## src/rtl/mem_arbiter_if.sv

```systemverilog
// Bus bundle for mem_arbiter: fetch port, load/store port and the shared memory port.
//
// Signal groups
//   if_*  : instruction-fetch requester (req/addr in, gnt/rvalid/rdata out of the arbiter)
//   ls_*  : load/store requester (req/we/addr/wdata/wlen in, gnt/rvalid/rdata out)
//   mem_* : shared memory port (valid/addr/wen/wdata/wlen out, ready/rvalid/rdata in)
//
// Modports
//   slave  : the arbiter's view (requesters and memory responses are inputs)
//   master : the environment's view (requesters plus memory model)
interface mem_arbiter_if #(
  parameter int unsigned DW = 64,
  parameter int unsigned AW = 64
) ();

  logic          if_req;
  logic [AW-1:0] if_addr;
  logic          if_gnt;
  logic          if_rvalid;
  logic [DW-1:0] if_rdata;

  logic          ls_req;
  logic          ls_we;
  logic [AW-1:0] ls_addr;
  logic [DW-1:0] ls_wdata;
  logic [3:0]    ls_wlen;
  logic          ls_gnt;
  logic          ls_rvalid;
  logic [DW-1:0] ls_rdata;

  logic          mem_valid;
  logic          mem_ready;
  logic [AW-1:0] mem_addr;
  logic          mem_wen;
  logic [DW-1:0] mem_wdata;
  logic [3:0]    mem_wlen;
  logic          mem_rvalid;
  logic [DW-1:0] mem_rdata;

  modport slave (
    input  if_req, if_addr,
    output if_gnt, if_rvalid, if_rdata,
    input  ls_req, ls_we, ls_addr, ls_wdata, ls_wlen,
    output ls_gnt, ls_rvalid, ls_rdata,
    output mem_valid, mem_addr, mem_wen, mem_wdata, mem_wlen,
    input  mem_ready, mem_rvalid, mem_rdata
  );

  modport master (
    output if_req, if_addr,
    input  if_gnt, if_rvalid, if_rdata,
    output ls_req, ls_we, ls_addr, ls_wdata, ls_wlen,
    input  ls_gnt, ls_rvalid, ls_rdata,
    input  mem_valid, mem_addr, mem_wen, mem_wdata, mem_wlen,
    output mem_ready, mem_rvalid, mem_rdata
  );

endinterface

```

## src/rtl/mem_arbiter.sv

```systemverilog
// Two-requester arbiter sharing one memory port between instruction fetch (IF) and
// load/store (LS). One transaction is in flight at a time; contested grants alternate.
//
// Ports
//   clk  : sole clock, rising edge
//   rstn : asynchronous active-low reset; all outputs are forced to 0 while low
//   bus  : mem_arbiter_if.slave carrying the IF, LS and memory port signals
//
// Flow: IDLE grants and latches a request, REQ presents it on the memory port until
// mem_ready, WAIT holds until mem_rvalid. A response that arrives together with
// mem_ready completes straight from REQ, giving one transaction every two cycles.
module mem_arbiter #(
  parameter int unsigned DW = 64,
  parameter int unsigned AW = 64
) (
  input logic          clk,
  input logic          rstn,
  mem_arbiter_if.slave bus
);

  typedef enum logic [1:0] {
    StIdle,
    StReq,
    StWait
  } state_e;

  typedef enum logic {
    OwnIf = 1'b0,
    OwnLs = 1'b1
  } owner_e;

  state_e        state_q, state_d;
  owner_e        owner_q, owner_d;
  owner_e        last_q, last_d;
  logic [AW-1:0] addr_q, addr_d;
  logic          wen_q, wen_d;
  logic [DW-1:0] wdata_q, wdata_d;
  logic [3:0]    wlen_q, wlen_d;

  logic grant_if;
  logic grant_ls;
  logic complete;

  always_comb begin
    state_d  = state_q;
    owner_d  = owner_q;
    last_d   = last_q;
    addr_d   = addr_q;
    wen_d    = wen_q;
    wdata_d  = wdata_q;
    wlen_d   = wlen_q;
    grant_if = 1'b0;
    grant_ls = 1'b0;
    complete = 1'b0;

    unique case (state_q)
      StIdle: begin
        // LS wins when it is alone, or when both ask and IF was served last.
        if (bus.ls_req && (!bus.if_req || (last_q == OwnIf))) begin
          grant_ls = 1'b1;
          owner_d  = OwnLs;
          last_d   = OwnLs;
          addr_d   = bus.ls_addr;
          wen_d    = bus.ls_we;
          wdata_d  = bus.ls_wdata;
          // Loads carry no byte count onto the memory port.
          wlen_d   = bus.ls_we ? bus.ls_wlen : 4'd0;
          state_d  = StReq;
        end else if (bus.if_req) begin
          grant_if = 1'b1;
          owner_d  = OwnIf;
          last_d   = OwnIf;
          addr_d   = bus.if_addr;
          wen_d    = 1'b0;
          wdata_d  = '0;
          wlen_d   = 4'd0;
          state_d  = StReq;
        end
      end

      StReq: begin
        if (bus.mem_ready) begin
          if (bus.mem_rvalid) begin
            complete = 1'b1;
            state_d  = StIdle;
          end else begin
            state_d  = StWait;
          end
        end
      end

      StWait: begin
        if (bus.mem_rvalid) begin
          complete = 1'b1;
          state_d  = StIdle;
        end
      end

      default: state_d = StIdle;
    endcase
  end

  always_ff @(posedge clk or negedge rstn) begin
    if (!rstn) begin
      state_q <= StIdle;
      owner_q <= OwnIf;
      last_q  <= OwnIf;
      addr_q  <= '0;
      wen_q   <= 1'b0;
      wdata_q <= '0;
      wlen_q  <= 4'd0;
    end else begin
      state_q <= state_d;
      owner_q <= owner_d;
      last_q  <= last_d;
      addr_q  <= addr_d;
      wen_q   <= wen_d;
      wdata_q <= wdata_d;
      wlen_q  <= wlen_d;
    end
  end

  // Grants are combinational on the request, so they are masked by rstn directly; the
  // registered paths are already zero because state and fields clear asynchronously.
  assign bus.if_gnt    = rstn & grant_if;
  assign bus.ls_gnt    = rstn & grant_ls;

  // complete only fires in REQ (with mem_ready) or WAIT, so stray responses are dropped.
  assign bus.if_rvalid = complete & (owner_q == OwnIf);
  assign bus.ls_rvalid = complete & (owner_q == OwnLs);
  assign bus.if_rdata  = rstn ? bus.mem_rdata : '0;
  assign bus.ls_rdata  = rstn ? bus.mem_rdata : '0;

  assign bus.mem_valid = (state_q == StReq);
  assign bus.mem_wen   = (state_q == StReq) & wen_q;
  assign bus.mem_addr  = addr_q;
  assign bus.mem_wdata = wdata_q;
  assign bus.mem_wlen  = wlen_q;

  a_gnt_onehot: assert property (@(posedge clk) disable iff (!rstn)
    !(bus.if_gnt && bus.ls_gnt));

  a_wen_needs_valid: assert property (@(posedge clk) disable iff (!rstn)
    bus.mem_wen |-> bus.mem_valid);

  a_req_stable: assert property (@(posedge clk) disable iff (!rstn)
    (bus.mem_valid && !bus.mem_ready) |=>
      (bus.mem_valid && $stable(bus.mem_addr) && $stable(bus.mem_wdata) &&
       $stable(bus.mem_wen) && $stable(bus.mem_wlen)));

endmodule

```

## src/flat_wrapper.sv

```systemverilog
// flat-port wrapper written by rule: the top's interface ports become plain ports
module mem_arbiter_flat 
#(
  parameter int unsigned DW = 64,
  parameter int unsigned AW = 64
)
  (clk, rstn, bus_if_req, bus_if_addr, bus_if_gnt, bus_if_rvalid, bus_if_rdata, bus_ls_req, bus_ls_we, bus_ls_addr, bus_ls_wdata, bus_ls_wlen, bus_ls_gnt, bus_ls_rvalid, bus_ls_rdata, bus_mem_valid, bus_mem_addr, bus_mem_wen, bus_mem_wdata, bus_mem_wlen, bus_mem_ready, bus_mem_rvalid, bus_mem_rdata);
  mem_arbiter_if #(.DW(DW), .AW(AW)) bus_i ();
  input logic clk;
  input logic rstn;
  input wire logic [$bits(bus_i.if_req)-1:0] bus_if_req;
  input wire logic [$bits(bus_i.if_addr)-1:0] bus_if_addr;
  output wire logic [$bits(bus_i.if_gnt)-1:0] bus_if_gnt;
  output wire logic [$bits(bus_i.if_rvalid)-1:0] bus_if_rvalid;
  output wire logic [$bits(bus_i.if_rdata)-1:0] bus_if_rdata;
  input wire logic [$bits(bus_i.ls_req)-1:0] bus_ls_req;
  input wire logic [$bits(bus_i.ls_we)-1:0] bus_ls_we;
  input wire logic [$bits(bus_i.ls_addr)-1:0] bus_ls_addr;
  input wire logic [$bits(bus_i.ls_wdata)-1:0] bus_ls_wdata;
  input wire logic [$bits(bus_i.ls_wlen)-1:0] bus_ls_wlen;
  output wire logic [$bits(bus_i.ls_gnt)-1:0] bus_ls_gnt;
  output wire logic [$bits(bus_i.ls_rvalid)-1:0] bus_ls_rvalid;
  output wire logic [$bits(bus_i.ls_rdata)-1:0] bus_ls_rdata;
  output wire logic [$bits(bus_i.mem_valid)-1:0] bus_mem_valid;
  output wire logic [$bits(bus_i.mem_addr)-1:0] bus_mem_addr;
  output wire logic [$bits(bus_i.mem_wen)-1:0] bus_mem_wen;
  output wire logic [$bits(bus_i.mem_wdata)-1:0] bus_mem_wdata;
  output wire logic [$bits(bus_i.mem_wlen)-1:0] bus_mem_wlen;
  input wire logic [$bits(bus_i.mem_ready)-1:0] bus_mem_ready;
  input wire logic [$bits(bus_i.mem_rvalid)-1:0] bus_mem_rvalid;
  input wire logic [$bits(bus_i.mem_rdata)-1:0] bus_mem_rdata;
  assign bus_i.if_req = bus_if_req;
  assign bus_i.if_addr = bus_if_addr;
  assign bus_if_gnt = bus_i.if_gnt;
  assign bus_if_rvalid = bus_i.if_rvalid;
  assign bus_if_rdata = bus_i.if_rdata;
  assign bus_i.ls_req = bus_ls_req;
  assign bus_i.ls_we = bus_ls_we;
  assign bus_i.ls_addr = bus_ls_addr;
  assign bus_i.ls_wdata = bus_ls_wdata;
  assign bus_i.ls_wlen = bus_ls_wlen;
  assign bus_ls_gnt = bus_i.ls_gnt;
  assign bus_ls_rvalid = bus_i.ls_rvalid;
  assign bus_ls_rdata = bus_i.ls_rdata;
  assign bus_mem_valid = bus_i.mem_valid;
  assign bus_mem_addr = bus_i.mem_addr;
  assign bus_mem_wen = bus_i.mem_wen;
  assign bus_mem_wdata = bus_i.mem_wdata;
  assign bus_mem_wlen = bus_i.mem_wlen;
  assign bus_i.mem_ready = bus_mem_ready;
  assign bus_i.mem_rvalid = bus_mem_rvalid;
  assign bus_i.mem_rdata = bus_mem_rdata;
  mem_arbiter #(.DW(DW), .AW(AW)) u_core (.clk(clk), .rstn(rstn), .bus(bus_i));
endmodule
```

## config.mk

```make
export PLATFORM = sky130hd
export DESIGN_NAME = mem_arbiter_flat
export DESIGN_NICKNAME = d
export VERILOG_FILES = /design/src/rtl/mem_arbiter_if.sv /design/src/rtl/mem_arbiter.sv /design/src/flat_wrapper.sv
export SDC_FILE = /design/constraint.sdc
export NUM_CORES = 1
export LEC_CHECK = 0
export ABC_AREA = 0
export ABC_CLOCK_PERIOD_IN_PS = 4880
export CORE_AREA = 2 2 206 208
export CTS_CLUSTER_DIAMETER = 30
export CTS_CLUSTER_SIZE = 40
export DETAILED_ROUTE_END_ITERATION = 10
export DIE_AREA = 0 0 208 210
export PLACE_DENSITY = 0.54
export SYNTH_ARGS = -nofsm -noshare
export SYNTH_HDL_FRONTEND = slang
export SYNTH_SLANG_ARGS = --single-unit
```

## constraint.sdc

```tcl
create_clock -name clk -period 4.88 [get_ports clk]
set_clock_uncertainty 0.1 [all_clocks]
set_input_delay 1.464 -clock clk [delete_from_list [all_inputs] [get_ports clk]]
set_output_delay 1.464 -clock clk [all_outputs]
set_load 0.1 [all_outputs]
```

# ---- Word-level counts from Yosys, hierarchy flattened
# Index checks and enable logic that the tools add are counted.
dict set report word_totals {
  output_inout_bits 266
  inputBits 267
  elab_cells 49
  register_bits 136
}
dict set report op_classes {
  n_eq_ne 5
  mux 25
  bitwise 6
  n_reduce_logical 7
}
# operator n
set ops {}
lappend ops {{two-way mux 64 bit} 5}
lappend ops {{two-way mux 4 bit} 3}
lappend ops {{two-way mux 1 bit} 10}
lappend ops {{two-way mux 2 bit} 5}
lappend ops {{case mux 2 bit (3 select lines)} 1}
lappend ops {{bitwise AND 1 bit} 5}
lappend ops {{inequality test 3 x 2 -> 1 bit (second input constant)} 1}
lappend ops {{AND reduction 3 bit} 1}
lappend ops {{== test 2 x 1 -> 1 bit (second input constant)} 1}
lappend ops {{== test 2 bit (second input constant)} 1}
lappend ops {{logical NOT 2 bit} 1}
lappend ops {{inequality test 2 x 1 -> 1 bit (second input constant)} 1}
lappend ops {{inequality test 2 bit (second input constant)} 1}
lappend ops {{case mux 1 bit (2 select lines)} 1}
lappend ops {{AND reduction 2 bit} 1}
lappend ops {{nonzero test 2 bit} 1}
lappend ops {{logical AND 1 bit} 1}
lappend ops {{logical NOT 1 bit} 1}
lappend ops {{logical OR 1 bit} 1}
lappend ops {{inverter 1 bit} 1}

# ---- Depth between registers and ports, before layout
# Gate-level depths: netlist (run 1).
dict set report logic_depth {
  depth_word 6
  ltp_mapped 7
  mapped_depth_nobuf 5
}

# ---- Worst setup path after synthesis (run 1)
# OpenSTA, ideal clock, no wires.
dict set report synth_timing {
  path_type {input-to-output}
  from {input bus_mem_ready}
  to {output bus_ls_rvalid}
  setup_slack_ps -486
  required_time_ps 3316
  stages 2
  arrival_ps 3802
  n_path_buf 0
  cell_sequence {a21oi_1 nor3b_1}
}
dict set report synth_via {
  elab_chain_len 3
}
# item line
set synth_lines {}
lappend synth_lines {{start, declared} flat_wrapper.sv:29} ;# input wire logic [$bits(bus_i.mem_ready)-1:0] bus_mem_ready;
lappend synth_lines {{two-way mux 1 bit} mem_arbiter.sv:82} ;# if (bus.mem_ready) begin
lappend synth_lines {{case mux 1 bit (2 select lines)} mem_arbiter.sv:56} ;# unique case (state_q)
lappend synth_lines {{bitwise AND 1 bit} mem_arbiter.sv:130} ;# assign bus.ls_rvalid = complete & (owner_q == OwnLs);
lappend synth_lines {{end, declared} flat_wrapper.sv:22} ;# output wire logic [$bits(bus_i.ls_rvalid)-1:0] bus_ls_rvalid;
# Every way passes these cells.

# ---- Worst setup path in the final report (run 1)
dict set report layout_timing {
  from {input bus_ls_req}
  to {output bus_ls_gnt}
}
dict set report layout_via {
  elab_chain_len 4
}
# item line
set layout_lines {}
lappend layout_lines {{start, declared} flat_wrapper.sv:16} ;# input wire logic [$bits(bus_i.ls_req)-1:0] bus_ls_req;
lappend layout_lines {{logical AND 1 bit} mem_arbiter.sv:59} ;# if (bus.ls_req && (!bus.if_req || (last_q == OwnIf))) begin
lappend layout_lines {{two-way mux 1 bit} mem_arbiter.sv:59}
lappend layout_lines {{two-way mux 1 bit} mem_arbiter.sv:56}
lappend layout_lines {{bitwise AND 1 bit} mem_arbiter.sv:126} ;# assign bus.ls_gnt = rstn & grant_ls;
lappend layout_lines {{end, declared} flat_wrapper.sv:21} ;# output wire logic [$bits(bus_i.ls_gnt)-1:0] bus_ls_gnt;
# Every way passes these cells.

==> impl_metrics.env, run 1 <==
export IMPL_slew_headroom_pct=29.2
export IMPL_r2r_slack_ns=2.65
export IMPL_synthTopCellsByArea="dfrtp_1 (53%), a21oi_1 (10%), a22o_1 (8.8%), buf_4 (7.5%), and2_1 (6.4%)"
export IMPL_antenna_found_initial=4
export IMPL_power_frac_clock_pct=12.5
export IMPL_netSwitchingFraction_pct=60.3
export IMPL_drt_drc_violations_left=0
export IMPL_drtPass1Iterations=5
export IMPL_syn_area_per_cell_sq_um=9.69
export IMPL_p_seq_share_pct=18.8
export IMPL_worstSkewPairLatency_ns=0.43
export IMPL_hold_viol_final=0
export IMPL_synth_edf_count=0
export IMPL_yosysWarningCount=0
export IMPL_synthFlopType="dfrtp_1"
export IMPL_crit_arrival_ns=2.77
export IMPL_postCtsSetupBuffers=0
export IMPL_rr_worst_depth=5
export IMPL_tightest_slew_ns=1.06
export IMPL_hold_path_class="flop to flop"
export IMPL_synth_top_area_share_pct=52.6
export IMPL_dp_hpwl_mm=25.6
export IMPL_worstHoldStart="u_core.bus.mem_wlen[3]"
export IMPL_slowest_stage="clkdlybuf4s50_1"
export IMPL_cts_tree="done"
export IMPL_drive_above_1_share_pct=17.4
export IMPL_crit_type="input pin to output port"
export IMPL_final_nets=1398
export IMPL_dr_total_vias=6704
export IMPL_cts_inserted_buffers=17
export IMPL_power_density_nw_per_um2=729
export IMPL_r2r_start="u_core.owner_q"
export IMPL_r2r_end="u_core.bus.mem_wlen[0]"
export IMPL_rsz0062_at_grt="false"
export IMPL_ys_seq_area_share_pct=52.6
export IMPL_yosysTopAreaCell="dfrtp_1"
export IMPL_routedWlPerCell_microns=19.1
export IMPL_place_congestion=0.781
export IMPL_p_comb_share_pct=68.7
export IMPL_die_w_microns=208
export IMPL_grt_pass1_wl_mm=46.7
export IMPL_finalCritPeriodShare_pct=88.8
export IMPL_ys_ff_latch=136
export IMPL_p_int_uw=4030
export IMPL_cts_htree_levels=4
export IMPL_hold_buffers=0
export IMPL_max_freq_mhz=231
export IMPL_final_setup_tns_ns=0
export IMPL_outcome="finished, final reports clean"
export IMPL_ant_nets=0
export IMPL_whs_path_depth=1
export IMPL_row_count=75
export IMPL_grt_overflow=0
export IMPL_crit_family="buffers and inverters"
export IMPL_cts_sinks=136
export IMPL_ys_types=27
export IMPL_area_growth_pct=115
export IMPL_totalPowerFinal_uw=10100
export IMPL_min_to="u_core.bus.mem_wlen[3]"
export IMPL_syn_nets=938
export IMPL_placement_io_buffers=532
export IMPL_syn_area_sq_um=6460
export IMPL_async_flop_share_pct=100
export IMPL_cp_start_kind="input pin"
export IMPL_ctsResizeCount=0
export IMPL_total_leakage_power_uw=0.00579
export IMPL_cts_root_buf="clkbuf_16"
export IMPL_first_iter_violations=236
export IMPL_syn_instance_count=667
export IMPL_switching_power_uw=6110
export IMPL_crit_chain="clkdlybuf4s50_1, a21boi_4, and3_1, buf_12"
export IMPL_ios=533
export IMPL_required_ns=3.32
export IMPL_grt_max_degree=94
export IMPL_setup_viol_count_final=0
export IMPL_grt_pass1_vias=7005
export IMPL_nFillCells=4177
export IMPL_cp_end_kind="output port"
export IMPL_ir_drop_v=0.000400
export IMPL_via_per_inst=3.99
export IMPL_clk_pin_slew_ns=0.07
export IMPL_crit_path_max_incr_delay_ns=0.60
export IMPL_fin_crit_ns=4.33
export IMPL_initial_core_util_pct=15.6
export IMPL_grt_use_total_pct=14.3
export IMPL_crit_buf_inv=2
export IMPL_fp_dieH_microns=210
export IMPL_drt_total_wl_mm=32.2
export IMPL_fp_dieArea_sq_um=43700
export IMPL_maxCapViolCount=0
export IMPL_clockBufferDepth=2
export IMPL_synth_common_cells="dfrtp_1 (136), a21oi_1 (129), and2_1 (66)"
export IMPL_core_area_sq_um=41500
export IMPL_yosysMostFrequentCell="dfrtp_1"
export IMPL_crit_path_max_fanout=5
export IMPL_drv_slew=0
## final cells by class
type                    count  area (sq um)  share of cell area (%)
diodes                      2          5.00                  0.0360
clock buffers              17           425                    3.06
clock inverters            15           131                   0.945
inverters                   2          7.51                  0.0540
multi-input cells         415          2360                    17.0
flip-flops and latches    136          3400                    24.5
well taps                 539           674                    4.85
repair buffers            555          6890                    49.6
## sequential cells by signal, indices dropped and copies added (netlist names)
name                  cells
u_core.bus.mem_addr      64
u_core.bus.mem_wdata     64
u_core.bus.mem_wlen       4
u_core.state_q            2
u_core.owner_q            1
u_core.wen_q              1
## power by group through the flow
stage,Clock [uW],Sequential [uW],Combinational [uW]
after detailed placement,0,1920,7000
final,1270,1910,6960
after global routing,1360,1980,7190
after floorplan,0,5320,1590
after CTS,1310,1910,7010
after global placement,0,1910,6970
## through the flow
| step | hold slack (ns) | cells | utilization [%] | setup WS, ns | instance area [sq um] |
|---|---|---|---|---|---|
| 2_1_floorplan | 0.358 | 667 | - | 0.107 | 6470 |
| 3_3_place_gp | 0.372 | 1647 | 32.2 | 0.555 | 13300 |
| 3_5_place_dp | 0.380 | 1647 | 32.2 | 0.529 | 13300 |
| 4_1_cts | 0.395 | 1679 | 33.5 | 0.530 | 13900 |
| 5_1_grt | 0.412 | 1681 | 33.5 | 0.487 | 13900 |
| 6_report | 0.391 | 1681 | 33.5 | 0.547 | 13900 |
## routing by layer
| layer | global-route usage (%) | share of wire (%) | vias up |
|---|---|---|---|
| met4 | 4.74 | 2.0 | 4 |
| li1 | - | - | 3140 |
| met5 | 0 | 0.084 | - |
| met2 | 25.2 | 51 | 303 |
| met1 | 16.7 | 40 | 3225 |
| met3 | 4.05 | 6.8 | 32 |
## cell families (layout without fill, tap and decap cells)
group	Yosys count	count (layout)	share of synthesized area [%]
compound gates	205	205	20.3
fa+ha+maj	4	4	0.774
buf+inv	116	589	11.2
flops	136	136	52.6
mux	1	1	0.174
other cells	0	2	0
simple gates	205	205	14.9
## worst max-delay path by stage
stage | from | end | depth (start not counted)
finish | bus_ls_req | bus_ls_gnt | 4
global route | bus_ls_req | bus_ls_gnt | 4
detailed placement | bus_ls_req | bus_ls_gnt | 4
floorplan | bus_ls_req | bus_if_gnt | 4
CTS | bus_if_req | bus_ls_gnt | 4
global placement | bus_if_req | bus_ls_gnt | 4
## placed cells by master (no fill, tap or decap), types with 2 or more instances in the layout
cell type and instances:
clkdlybuf4s50_1 397, buf_12 138, dfrtp_1 136, a21oi_1 129, and2_1 65, nor2_1 65
nand2_1 65, a22o_1 65, buf_4 19, clkbuf_16 17, inv_6 6, a32o_1 4
ha_1 4, clkinvlp_4 3, inv_8 3, diode_2 2, inv_1 2, nor2b_1 2
clkinv_4 2
Power figures use the tool's default switching activity.
==> run 2: changes to the inputs <==
--- a/config.mk
+++ b/config.mk
@@ -7,12 +7,12 @@
 export LEC_CHECK = 0
 export ABC_AREA = 0
 export ABC_CLOCK_PERIOD_IN_PS = 4880
-export CORE_AREA = 2 2 206 208
+export CORE_AREA = 2 2 209 211
 export CTS_CLUSTER_DIAMETER = 30
 export CTS_CLUSTER_SIZE = 40
 export DETAILED_ROUTE_END_ITERATION = 10
-export DIE_AREA = 0 0 208 210
-export PLACE_DENSITY = 0.54
+export DIE_AREA = 0 0 211 213
+export PLACE_DENSITY = 0.53
 export SYNTH_ARGS = -nofsm -noshare
 export SYNTH_HDL_FRONTEND = slang
 export SYNTH_SLANG_ARGS = --single-unit
==> impl_metrics.env, run 2 (same netlist as run 1, synthesis figures left out) <==
export IMPL_outcome="finished, final reports clean"
export IMPL_maxCapViolCount=0
export IMPL_row_count=76
export IMPL_finalCritPeriodShare_pct=87.6
export IMPL_fp_dieArea_sq_um=44900
export IMPL_worst_slack_ns=0.607
export IMPL_routedWlPerCell_microns=17.4
export IMPL_cp_start_kind="input pin"
export IMPL_die_w_microns=211
export IMPL_drt_total_wl_mm=29.1
export IMPL_final_cell_mix="clkdlybuf4s50_1 (398), dfrtp_1 (136), buf_12 (135)"
export IMPL_clk_pin_slew_ns=0.06
export IMPL_via_per_inst=3.90
export IMPL_power_density_nw_per_um2=729
export IMPL_setup_viol_count_final=0
export IMPL_cts_root_buf="clkbuf_16"
export IMPL_crit_path_max_fanout=5
export IMPL_placement_io_buffers=532
export IMPL_drt_drc_violations_left=0
export IMPL_max_freq_mhz=234
export IMPL_area_growth_pct=113
export IMPL_layout_commonest_cell="clkdlybuf4s50_1"
export IMPL_hold_path_class="flop to flop"
export IMPL_worstSkewPairLatency_ns=0.46
export IMPL_cts_sinks=136
export IMPL_place_congestion=0.851
export IMPL_crit_arrival_ns=2.71
export IMPL_grt_max_degree=84
export IMPL_cts_inserted_buffers=17
export IMPL_dp_hpwl_mm=22.3
export IMPL_dp_slack_ns=0.559
export IMPL_ant_nets=0
export IMPL_clockBufferDepth=2
export IMPL_fin_crit_ns=4.27
export IMPL_ctsResizeCount=0
export IMPL_rsz0062_at_grt="false"
export IMPL_postCtsSetupBuffers=0
export IMPL_grt_use_total_pct=12.5
export IMPL_initial_core_util_pct=15.1
export IMPL_ir_drop_v=0.000555
export IMPL_drive_above_1_share_pct=16.3
export IMPL_crit_type="input pin to output port"
export IMPL_whs_path_depth=1
export IMPL_slew_headroom_pct=27.4
export IMPL_hold_buffers=0
export IMPL_total_leakage_power_uw=0.00572
export IMPL_dr_total_vias=6521
export IMPL_rr_worst_depth=5
export IMPL_fp_dieH_microns=213
export IMPL_final_nets=1385
export IMPL_required_ns=3.32
export IMPL_cts_htree_levels=4
export IMPL_final_setup_tns_ns=0
export IMPL_grt_overflow=0
export IMPL_grt_pass1_vias=6857
export IMPL_tightest_slew_ns=1.09
export IMPL_grt_pass1_wl_mm=42.1
export IMPL_antenna_diode_count=0
export IMPL_ios=533
export IMPL_cp_end_kind="output port"
export IMPL_drtPass1Iterations=4
export IMPL_first_iter_violations=334
export IMPL_core_area_sq_um=42700
export IMPL_drv_slew=0
export IMPL_antenna_found_initial=0
export IMPL_hold_viol_final=0
export IMPL_cts_tree="done"
==> run 2: changes by cell type in the layout (fill, tap and decap cells not counted), sizes merged <==
cell	previous run	this run
clkdlybuf4s50	397	398
buf	158	144
bufinv	0	1
clkbuf	17	18
clkinv	3	4
diode	2	0
inv	11	7
clkinvlp	3	4
==> run 2: final cells by class <==
| type | count | area, sq um |
|---|---|---|
| multi-input combinational | 415 | 2360 |
| sequential | 136 | 3400 |
| tap | 546 | 683 |
| clock inverter | 14 | 140 |
| clock buffer | 18 | 439 |
| inverter | 2 | 7.51 |
| timing repair buffer | 542 | 6760 |
| fill | 4325 | 28900 |
==> run 2: critical path: stages <==
cell and delay, ns:
clkdlybuf4s50_1 0.59, a21boi_4 0.24, and3_1 0.23, buf_12 0.19
==> run 2: path summary, 6_finish.rpt <==
| check | from | to | slack, ns |
|---|---|---|---|
| max | bus_ls_req | bus_ls_gnt | 0.61 |
| min | u_core.bus.mem_wlen[1] | u_core.bus.mem_wlen[1] | 0.40 |
| max reg2reg | u_core.owner_q | u_core.bus.mem_wdata[16] | 2.21 |
| min reg2reg | u_core.bus.mem_wlen[1] | u_core.bus.mem_wlen[1] | 0.40 |
| max in group asynchronous | rstn | u_core.bus.mem_wlen[0] | 2.30 |
| min in group asynchronous | rstn | u_core.bus.mem_addr[60] | 0.89 |
==> run 2: routing by layer <==
metal	track usage, %	part of all wire [%]	up-vias
met5	0	0	-
met4	4.54	2.0	0
met3	4.12	6.9	35
met2	20.7	49	249
met1	15.2	42	3141
li1	-	-	3096
==> run 2: power breakdown <==
group          switching, uW  total [uW]  internal [uW]
Combinational           5170        6870           1700
Sequential               281        1900           1620
Clock                    557        1280            725
Total                   6010       10100           4050
==> run 2: per-stage QoR <==
| stage | power [uW] | instances | cell area [sq um] | utilization (%) | hold WS (ns) |
|---|---|---|---|---|---|
| after global routing | 10500 | 1673 | 13800 | 32.3 | 0.421 |
| final | 10100 | 1673 | 13800 | 32.3 | 0.398 |
| after detailed placement | 8830 | 1641 | 13200 | 30.9 | 0.380 |
| after global placement | 8790 | 1641 | 13200 | 30.9 | 0.375 |
| after floorplan | 6910 | 667 | 6470 | - | 0.358 |
| after CTS | 10200 | 1673 | 13800 | 32.3 | 0.403 |
